[config.mk]
export PLATFORM = sky130hd
export DESIGN_NAME = adc_lt2389_emulator_flat
export DESIGN_NICKNAME = d
export VERILOG_FILES = /design/src/rtl/adc_lt2389_emulator_if.sv /design/src/rtl/adc_lt2389_emulator.sv /design/src/flat_wrapper.sv
export SDC_FILE = /design/constraint.sdc
export NUM_CORES = 1
export LEC_CHECK = 0
export CAP_MARGIN = 20
export CORE_MARGIN = 2
export CORE_UTILIZATION = 45
export CTS_CLUSTER_DIAMETER = 100
export DETAILED_ROUTE_END_ITERATION = 10
export PLACE_DENSITY = 0.73
export SLEW_MARGIN = 0
export SYNTH_ARGS = -nofsm -noshare
export SYNTH_HDL_FRONTEND = slang
export SYNTH_SLANG_ARGS = --single-unit
export TNS_END_PERCENT = 20
[constraint.sdc]
create_clock -name clk -period 2.2 [get_ports clk]
set_input_delay 0.44 -clock clk [delete_from_list [all_inputs] [get_ports clk]]
set_output_delay 0.44 -clock clk [all_outputs]
set_load 0.05 [all_outputs]
[src/rtl/adc_lt2389_emulator_if.sv]
// Pin-level bundle between an LTC2389-24 read master and the ADC side (real part or emulator).
// Signal names keep the ADC-side direction prefixes so both ends read the same.
interface adc_lt2389_emulator_if;
    logic i_cnv;
    logic i_sck;
    logic i_rdl_sdi;
    logic o_busy;
    logic o_sdo;
    logic o_sdo_oe;

    modport master (output i_cnv, i_sck, i_rdl_sdi, input o_busy, o_sdo, o_sdo_oe);
    modport slave  (input i_cnv, i_sck, i_rdl_sdi, output o_busy, o_sdo, o_sdo_oe);
endinterface

[src/rtl/adc_lt2389_emulator.sv]
// ADC-side responder for the LTC2389-24 CNV/BUSY/SCK/SDO read protocol.
// Latches a local sample word on CNV, models BUSY, then shifts the word out MSB first on SCK.
//
//   state   | meaning
//   --------+---------------------------------------------------------------
//   IDLE    | waiting for CNV; SDO parked low
//   CONVERT | BUSY high, down-counting the modelled conversion time
//   SHIFT   | SCK rise counts a bit sampled by the master, SCK fall shifts
module adc_lt2389_emulator #(
    parameter int DATA_WIDTH  = 24,
    parameter int CONV_CYCLES = 20,
    parameter int SYNC_STAGES = 2
) (
    input  logic                  clk,
    input  logic                  i_reset,
    adc_lt2389_emulator_if.slave  adc,
    input  logic [DATA_WIDTH-1:0] i_sample_data,
    input  logic                  i_sample_valid,
    output logic                  o_sample_ack,
    output logic                  o_frame_done,
    output logic                  o_err_cnv_busy,
    output logic                  o_err_truncated
);
    localparam int BIT_W  = $clog2(DATA_WIDTH + 1);
    localparam int BUSY_W = $clog2(CONV_CYCLES);

    typedef enum logic [1:0] {IDLE = 2'd0, CONVERT = 2'd1, SHIFT = 2'd2} state_t;

    state_t                  state, state_d;
    logic [SYNC_STAGES-1:0]  cnv_sync, sck_sync, rdl_sync;
    logic                    cnv_hist, sck_hist;
    logic                    cnv_rise, sck_rise, sck_fall, rdl_q;
    logic [DATA_WIDTH-1:0]   word_q, shift_q;
    logic [BIT_W-1:0]        bit_cnt;
    logic [BUSY_W-1:0]       busy_cnt;
    logic                    sdo_q, sdo_oe_q;
    logic                    load, ack_d, err_busy_d, err_trunc_d, conv_done, shift_en, done_d;

    // Edge pulses are registered once more so every pin event lands SYNC_STAGES+1 cycles later.
    always_ff @(posedge clk) begin
        if (i_reset) begin
            cnv_sync <= '0;
            sck_sync <= '0;
            rdl_sync <= '0;
            cnv_hist <= 1'b0;
            sck_hist <= 1'b0;
            cnv_rise <= 1'b0;
            sck_rise <= 1'b0;
            sck_fall <= 1'b0;
            rdl_q    <= 1'b0;
        end else begin
            cnv_sync <= {cnv_sync[SYNC_STAGES-2:0], adc.i_cnv};
            sck_sync <= {sck_sync[SYNC_STAGES-2:0], adc.i_sck};
            rdl_sync <= {rdl_sync[SYNC_STAGES-2:0], adc.i_rdl_sdi};
            cnv_hist <= cnv_sync[SYNC_STAGES-1];
            sck_hist <= sck_sync[SYNC_STAGES-1];
            cnv_rise <= cnv_sync[SYNC_STAGES-1] & ~cnv_hist;
            sck_rise <= sck_sync[SYNC_STAGES-1] & ~sck_hist;
            sck_fall <= ~sck_sync[SYNC_STAGES-1] & sck_hist;
            rdl_q    <= rdl_sync[SYNC_STAGES-1];
        end
    end

    always_ff @(posedge clk) begin
        if (i_reset) state <= IDLE;
        else         state <= state_d;
    end

    always_comb begin
        state_d = state;
        case (state)
            IDLE:    if (cnv_rise) state_d = CONVERT;
            CONVERT: if (conv_done) state_d = SHIFT;
            SHIFT: begin
                if (cnv_rise)    state_d = CONVERT;
                else if (done_d) state_d = IDLE;
            end
            default: state_d = IDLE;
        endcase
    end

    // A CNV edge always beats an SCK edge in the same cycle; RDL_SDI freezes readout only.
    always_comb begin
        load         = cnv_rise && (state != CONVERT);
        ack_d        = load && i_sample_valid;
        err_busy_d   = cnv_rise && (state == CONVERT);
        err_trunc_d  = cnv_rise && (state == SHIFT);
        conv_done    = (state == CONVERT) && (busy_cnt == '0);
        shift_en     = (state == SHIFT) && !cnv_rise && !rdl_q;
        done_d       = shift_en && sck_rise && (bit_cnt == BIT_W'(DATA_WIDTH - 1));
        adc.o_busy   = (state == CONVERT);
        adc.o_sdo    = sdo_q & sdo_oe_q;
        adc.o_sdo_oe = sdo_oe_q;
    end

    // word_q keeps the last accepted sample so a CNV without a fresh word replays it intact.
    always_ff @(posedge clk) begin
        if (i_reset) begin
            word_q          <= '0;
            shift_q         <= '0;
            bit_cnt         <= '0;
            busy_cnt        <= '0;
            sdo_q           <= 1'b0;
            sdo_oe_q        <= 1'b0;
            o_sample_ack    <= 1'b0;
            o_frame_done    <= 1'b0;
            o_err_cnv_busy  <= 1'b0;
            o_err_truncated <= 1'b0;
        end else begin
            o_sample_ack    <= ack_d;
            o_frame_done    <= done_d;
            o_err_cnv_busy  <= err_busy_d;
            o_err_truncated <= err_trunc_d;
            sdo_oe_q        <= ~rdl_q;
            if (load) begin
                if (i_sample_valid) begin
                    word_q  <= i_sample_data;
                    shift_q <= i_sample_data;
                end else begin
                    shift_q <= word_q;
                end
                busy_cnt <= BUSY_W'(CONV_CYCLES - 1);
                sdo_q    <= 1'b0;
            end else if (conv_done) begin
                sdo_q   <= shift_q[DATA_WIDTH-1];
                bit_cnt <= '0;
            end else if (state == CONVERT) begin
                busy_cnt <= busy_cnt - 1'b1;
            end else if (shift_en && sck_rise) begin
                bit_cnt <= bit_cnt + 1'b1;
                if (done_d) sdo_q <= 1'b0;
            end else if (shift_en && sck_fall) begin
                shift_q <= {shift_q[DATA_WIDTH-2:0], 1'b0};
                sdo_q   <= shift_q[DATA_WIDTH-2];
            end
        end
    end
endmodule

[src/flat_wrapper.sv]
// flat-port wrapper written by rule: the top's interface ports become plain ports
module adc_lt2389_emulator_flat 
#(
    parameter int DATA_WIDTH  = 24,
    parameter int CONV_CYCLES = 20,
    parameter int SYNC_STAGES = 2
)
  (clk, i_reset, i_sample_data, i_sample_valid, o_sample_ack, o_frame_done, o_err_cnv_busy, o_err_truncated, adc_i_cnv, adc_i_sck, adc_i_rdl_sdi, adc_o_busy, adc_o_sdo, adc_o_sdo_oe);
  adc_lt2389_emulator_if adc_i ();
  input  logic clk;
  input  logic i_reset;
  input  logic [DATA_WIDTH-1:0] i_sample_data;
  input  logic i_sample_valid;
  output logic o_sample_ack;
  output logic o_frame_done;
  output logic o_err_cnv_busy;
  output logic o_err_truncated;
  input wire logic [$bits(adc_i.i_cnv)-1:0] adc_i_cnv;
  input wire logic [$bits(adc_i.i_sck)-1:0] adc_i_sck;
  input wire logic [$bits(adc_i.i_rdl_sdi)-1:0] adc_i_rdl_sdi;
  output wire logic [$bits(adc_i.o_busy)-1:0] adc_o_busy;
  output wire logic [$bits(adc_i.o_sdo)-1:0] adc_o_sdo;
  output wire logic [$bits(adc_i.o_sdo_oe)-1:0] adc_o_sdo_oe;
  assign adc_i.i_cnv = adc_i_cnv;
  assign adc_i.i_sck = adc_i_sck;
  assign adc_i.i_rdl_sdi = adc_i_rdl_sdi;
  assign adc_o_busy = adc_i.o_busy;
  assign adc_o_sdo = adc_i.o_sdo;
  assign adc_o_sdo_oe = adc_i.o_sdo_oe;
  adc_lt2389_emulator #(.DATA_WIDTH(DATA_WIDTH), .CONV_CYCLES(CONV_CYCLES), .SYNC_STAGES(SYNC_STAGES)) u_core (.clk(clk), .i_reset(i_reset), .adc(adc_i), .i_sample_data(i_sample_data), .i_sample_valid(i_sample_valid), .o_sample_ack(o_sample_ack), .o_frame_done(o_frame_done), .o_err_cnv_busy(o_err_cnv_busy), .o_err_truncated(o_err_truncated));
endmodule
==> Word-level counts from Yosys, hierarchy flattened <==
Cells that the tools add are included.
Widths: inputs -> output; s select.
{ "totals": {"regBits": 78, "latch_bits": 0, "mem_bits_rw": 0, "rom_bits": 0, "input_bits": 30, "output_inout_bits": 7, "elab_cells": 91, "n_memories": 0} }
{ "classes": {"n_addsub": 2, "multipliers": 0, "div_mod_pow": 0, "magnitude_cmp": 0, "n_eq_ne": 11, "shift": 0, "muxes": 22, "bitwise_logic": 10, "n_reduce_logical": 25} }
{ "op_table": {"columns": ["op", "n"], "rows": [
  ["$mux 24", 6],
  ["$mux 5", 6],
  ["$ne 2x1->1 const B", 6],
  ["$logic_and 1x1->1", 10],
  ["$reduce_and 3->1", 3],
  ["$mux 2", 4],
  ["$ne 3x1->1 const B", 2],
  ["$not 1->1", 6],
  ["$pmux 2 s3", 1],
  ["$reduce_bool 2->1", 3],
  ["$add 5x1->5 const B", 1],
  ["$eq 5x5->1 const B", 1],
  ["$logic_not 5->1", 1],
  ["$mux 1", 5],
  ["$sub 5x1->5 const B", 1],
  ["$and 1x1->1", 4],
  ["$reduce_and 2->1", 2],
  ["$reduce_and 4->1", 1],
  ["$reduce_bool 3->1", 1],
  ["$eq 2x1->1 const B", 1],
  ["$eq 2x2->1 const B", 1],
  ["$logic_not 1->1", 2],
  ["$logic_not 2->1", 1],
  ["$reduce_or 2->1", 1]
]} }

==> Logic depth before layout (Yosys ltp) <==
{ "logic_depth": {"ltp_word": 9, "depth_mapped": 7} }

==> Worst setup path after synthesis <==
Ideal clock, no wire load.
{ "synth_timing": {"path_type": "register to register", "startpoint": "register u_core.busy_cnt[0]", "endpoint": "register u_core.sdo_q", "setup_ns": 0.079, "arrival_time_ns": 1.667, "t_required_ns": 2.121, "path_slack_ns": 0.453, "path_stages_with_launch": 8, "synth_period_minus_slack_ns": 1.747, "path_cell_list": "dfxtp_1 -> inv_1 -> ha_1 -> or4b_4 -> and2_4 -> buf_6 -> a32o_1 -> a211oi_2"} }
{ "synth_via": {"elab_chain_len": 4, "word_cells_on_any_way": 7, "cone_classes": "eq/ne: 2; mux: 1; reduce/logical: 4"} }
{ "synth_lines": {"columns": ["element", "line_no", "text"], "rows": [
  ["start, declared", "adc_lt2389_emulator.sv:35", "logic [BUSY_W-1:0] busy_cnt;"],
  ["start signal, assigned", "adc_lt2389_emulator.sv:122", "busy_cnt <= BUSY_W'(CONV_CYCLES - 1);"],
  ["start signal, assigned", "adc_lt2389_emulator.sv:128", "busy_cnt <= busy_cnt - 1'b1;"],
  ["$logic_not 5->1 (*)", "adc_lt2389_emulator.sv:88", "conv_done = (state == CONVERT) && (busy_cnt == '0);"],
  ["$logic_and 1x1->1 (*)", "adc_lt2389_emulator.sv:88", null],
  ["$ne 3x1->1 (no source line) (tied with other cells)", null, null],
  ["$reduce_and 3->1 (no source line)", null, null],
  ["end signal, assigned", "adc_lt2389_emulator.sv:125", "sdo_q <= shift_q[DATA_WIDTH-1];"],
  ["end signal, assigned", "adc_lt2389_emulator.sv:134", "sdo_q <= shift_q[DATA_WIDTH-2];"],
  ["end, declared", "adc_lt2389_emulator.sv:36", "logic sdo_q, sdo_oe_q;"]
]} }
Every way passes the cells marked *; elsewhere a longest branch is shown, timed or not.
A chain may end at the register's enable or synchronous reset.

==> Final worst setup path <==
{ "layout_timing": {"startpoint": "register u_core.sdo_q", "endpoint": "output port adc_o_sdo"} }
{ "layout_via": {"elab_chain_len": 1} }
{ "layout_lines": {"columns": ["element", "line_no", "text"], "rows": [
  ["$and 1x1->1", "adc_lt2389_emulator.sv:92", "adc.o_sdo = sdo_q & sdo_oe_q;"],
  ["end, declared", "flat_wrapper.sv:22", "output wire logic [$bits(adc_i.o_sdo)-1:0] adc_o_sdo;"]
]} }
No other way between the ends.

==> out/metrics.csv <==
metric,value,unit
Syn Area/Cell,10.18,um^2
synthesis-to-finish area growth,20.71,%
Leakage,1.711,nW
"flops & latches, synth",78,
diode count,0,
sequential fraction of the synthesis area,50.28,%
Tmin final,2.067,ns
first-pass GRT wire length,9.880,mm
fin crit share,93.96,%
"Max FO, Critical Path",3,
Worst EP required,1.76,ns
total negative setup slack,0,ns
CP Capture Type,output pin,
Vias per Instance,5.317,
number of global-route vias before repair,2221,
clk_lat worst skew,0.34,ns
"Largest stage delay, worst path",0.79,ns
outcome,"finished, final reports clean",
CP Launch Type,register,
sequential share of power,53.0,%
Util after Layout,55.79,%
H-tree depth,3,
max-cap check violation count,0,
combinational share of power,8.1,%
TritonCTS Sinks,78,
core area,6719,um^2
total track usage,16.54,%
initial antenna violation count,0,
Max transition margin,64.70,%
Post-synth EDFFs,0,
Min-Delay Path Depth,1,
via count,2249,
final wirelength,5.680,mm
Initial DRT Pass Iterations,4,
unrepaired setup endpoints after global routing,false,
DIE WIDTH,87.07,um
slowest CP cell,clkdlybuf4s50_1,
DRC,0,
Num CTS Buffers,9,
syn_nets,337,
flop2flop setup slack,0.34,ns
final setup vio count,0,
P per Cell Area,737.7,nW/um^2
Mapped Area,3105,um^2
area of the die,7581,um^2
Max Fclk,0.4837,GHz
clk_skew,0.007645,ns
HP Class,register to register,
layout cells sized above 1,8.163,%
Yosys cell types,38,
Net Sw Power,605.5,uW
final hold viol count,0,
post-synthesis async set-or-reset flop share,0,%
FF-to-FF End,u_core.bit_cnt[2]$_SDFFE_PP0P_,
crit path buf inv count,1,
hold endpoint,u_core.cnv_rise$_SDFF_PP0_,
YS warnings,0,
sequence of cells on the critical path,and2_1 -> clkdlybuf4s50_1,
CTS resizes,0,
max-slew violation count,0,
CTS tree,yes,
ys flop type,dfxtp_1,
FILL cells,604,
worst r2r src,u_core.busy_cnt[0]$_SDFFE_PP0P_,
min-delay src,u_core.cnv_hist$_SDFF_PP0_,
Final nets,370,
post-CTS setup repair buffer count,0,
number of cell rows,30,
critical path's top delay family,buffers and inverters,
remaining antenna violation count,0,
Routability Congestion,0.7870,
WS Path Type,register to output pin,
root buffer cell,clkbuf_8,
IO Count,37,
Clock power frac,38.9,%
initial core utilization,46.22,%
CTS max path bufs,2,
"Reg clk slew, reported paths",0.08,ns
Int Power,2.160,mW
Worst Reg-to-Reg Cells,6,
"Hold-fix buffers, CTS",0,
Die Height,87.07,um
switching share of power,21.90,%
Iteration-0 DRC Markers,120,
Slew @ Worst Pin,0.5295,ns
total global routing overflow,0,
Syn Inst Count,305,
Port Buffers,36,
maximum VDD drop,0.0002896,V
hpwl dp,3.802,mm
pin count of the biggest net entering global routing,36,
Worst EP arrival,1.63,ns
drt wl/cell,13.43,um
## worst register-to-register path: stages (launching register included)
cell and delay, ns:
dfxtp_1 0.34, inv_1 0.06, ha_1 0.17, or4b_4 0.52, a2bb2oi_2 0.19, or3_1 0.33, a21oi_1 0.17
## per-stage QoR
stage | power, mW | instances | worst slack [ns] | hold slack, ns | area, um^2
2_1_floorplan | 1.632 | 305 | 0.4532 | 0.3674 | 3105
3_3_place_gp | 1.721 | 407 | 0.2793 | 0.3705 | 3547
3_5_place_dp | 1.725 | 407 | 0.2814 | 0.3775 | 3547
4_1_cts | 2.799 | 423 | 0.1115 | 0.3887 | 3749
5_1_grt | 2.872 | 423 | 0.08740 | 0.4054 | 3749
6_report | 2.765 | 423 | 0.1328 | 0.3853 | 3749
## registers in the layout (all words and copies together) (netlist names)
signal / cells
u_core.sck_fall: 1
u_core.bit_cnt: 5
u_core.sck_hist: 1
u_core.o_frame_done: 1
u_core.sck_rise: 1
u_core.word_q: 24
u_core.shift_q: 24
u_core.sdo_q: 1
u_core.cnv_sync: 2
u_core.adc.o_sdo_oe: 1
u_core.cnv_rise: 1
u_core.o_sample_ack: 1
u_core.state: 2
u_core.o_err_truncated: 1
u_core.rdl_sync: 2
u_core.sck_sync: 2
u_core.busy_cnt: 5
u_core.rdl_q: 1
u_core.cnv_hist: 1
u_core.o_err_cnv_busy: 1
## cells in the final DEF (no fill, tap or decap), types with 3 or more instances in the layout
cell and n:
o21a_1 23, inv_1 7, a21o_1 17, nand3_1 8, nand2b_1 6, a21oi_1 13, o21ai_0 4, buf_4 3
mux2i_1 30, nor2_1 30, nand2_1 5, dfxtp_1 78, xor2_1 3, clkdlybuf4s50_1 35, o22a_1 17, or3_1 3
nor2b_1 11, buf_12 3, nor3_1 4, a21boi_0 6, clkbuf_8 11
## final cells by class
cell class | count | area (um^2) | share of cell area, %
Clock inverter | 3 | 42.54 | 1.135
Tap cell | 80 | 100.1 | 2.670
Multi-Input combinational cell | 201 | 1426 | 38.05
Inverter | 7 | 26.28 | 0.7009
Clock buffer | 13 | 158.9 | 4.239
Timing Repair Buffer | 41 | 432.9 | 11.55
Sequential cell | 78 | 1562 | 41.66
## worst max path at each step
stage | slack (ns) | to | depth (start not counted) | from
finish | 0.13 | adc_o_sdo | 2 | u_core.sdo_q$_SDFFE_PP0P_
global placement | 0.28 | u_core.shift_q[16]$_SDFFE_PP0P_ | 6 | i_reset
CTS | 0.11 | adc_o_sdo | 2 | u_core.sdo_q$_SDFFE_PP0P_
global route | 0.09 | adc_o_sdo | 2 | u_core.sdo_q$_SDFFE_PP0P_
floorplan | 0.45 | u_core.sdo_q$_SDFFE_PP0P_ | 7 | u_core.busy_cnt[0]$_SDFFE_PP0P_
detailed placement | 0.28 | u_core.shift_q[13]$_SDFFE_PP0P_ | 6 | i_reset
## layer usage
layer,up-vias,global-route usage (%),part of all wire (%)
li1,1149,-,-
met1,1057,19.98,47
met2,34,28.52,48
met3,9,4.265,3.1
met4,0,5.540,1.7
met5,-,0,0
## power by group through the flow
| stage | clock network (mW) | logic (mW) | registers, mW |
|---|---|---|---|
| 6_report | 1.08 | 0.223 | 1.47 |
| 5_1_grt | 1.16 | 0.244 | 1.47 |
| 4_1_cts | 1.11 | 0.226 | 1.47 |
| 3_5_place_dp | 0 | 0.225 | 1.50 |
| 3_3_place_gp | 0 | 0.222 | 1.50 |
| 2_1_floorplan | 0 | 0.133 | 1.50 |
## logic make-up after synthesis
group / Yosys count / synth area share, %
AO/OA/AOI/OAI: 88 / 21.07
multiplexers: 30 / 9.670
adder cells (fa/ha/maj): 2 / 0.8057
AND/OR/NAND/NOR: 78 / 13.54
XOR/XNOR: 3 / 0.8462
flip-flops: 78 / 50.28
buffers and inverters: 26 / 3.788
## synth_stat cells, types with 2 or more instances
library cell | instances | area share, %
nor2b_1 | 11 | 2.2
dfxtp_1 | 78 | 50
xor2_1 | 3 | 0.85
buf_2 | 10 | 1.6
inv_1 | 7 | 0.85
o22a_1 | 17 | 4.8
nand3b_1 | 2 | 0.48
nor2_1 | 30 | 3.6
nor3_1 | 4 | 0.64
nand3_1 | 8 | 1.3
a21boi_0 | 6 | 1.5
mux2i_1 | 30 | 9.7
a21o_1 | 17 | 4.1
nand2_1 | 5 | 0.60
ha_1 | 2 | 0.81
o21a_1 | 23 | 5.6
and2_1 | 2 | 0.40
nand2b_1 | 6 | 1.2
a211oi_1 | 2 | 0.48
o21ai_0 | 4 | 0.64
clkbuf_1 | 7 | 0.85
or3_1 | 3 | 0.60
a21oi_1 | 13 | 2.1
Power figures use the tool's default switching activity.
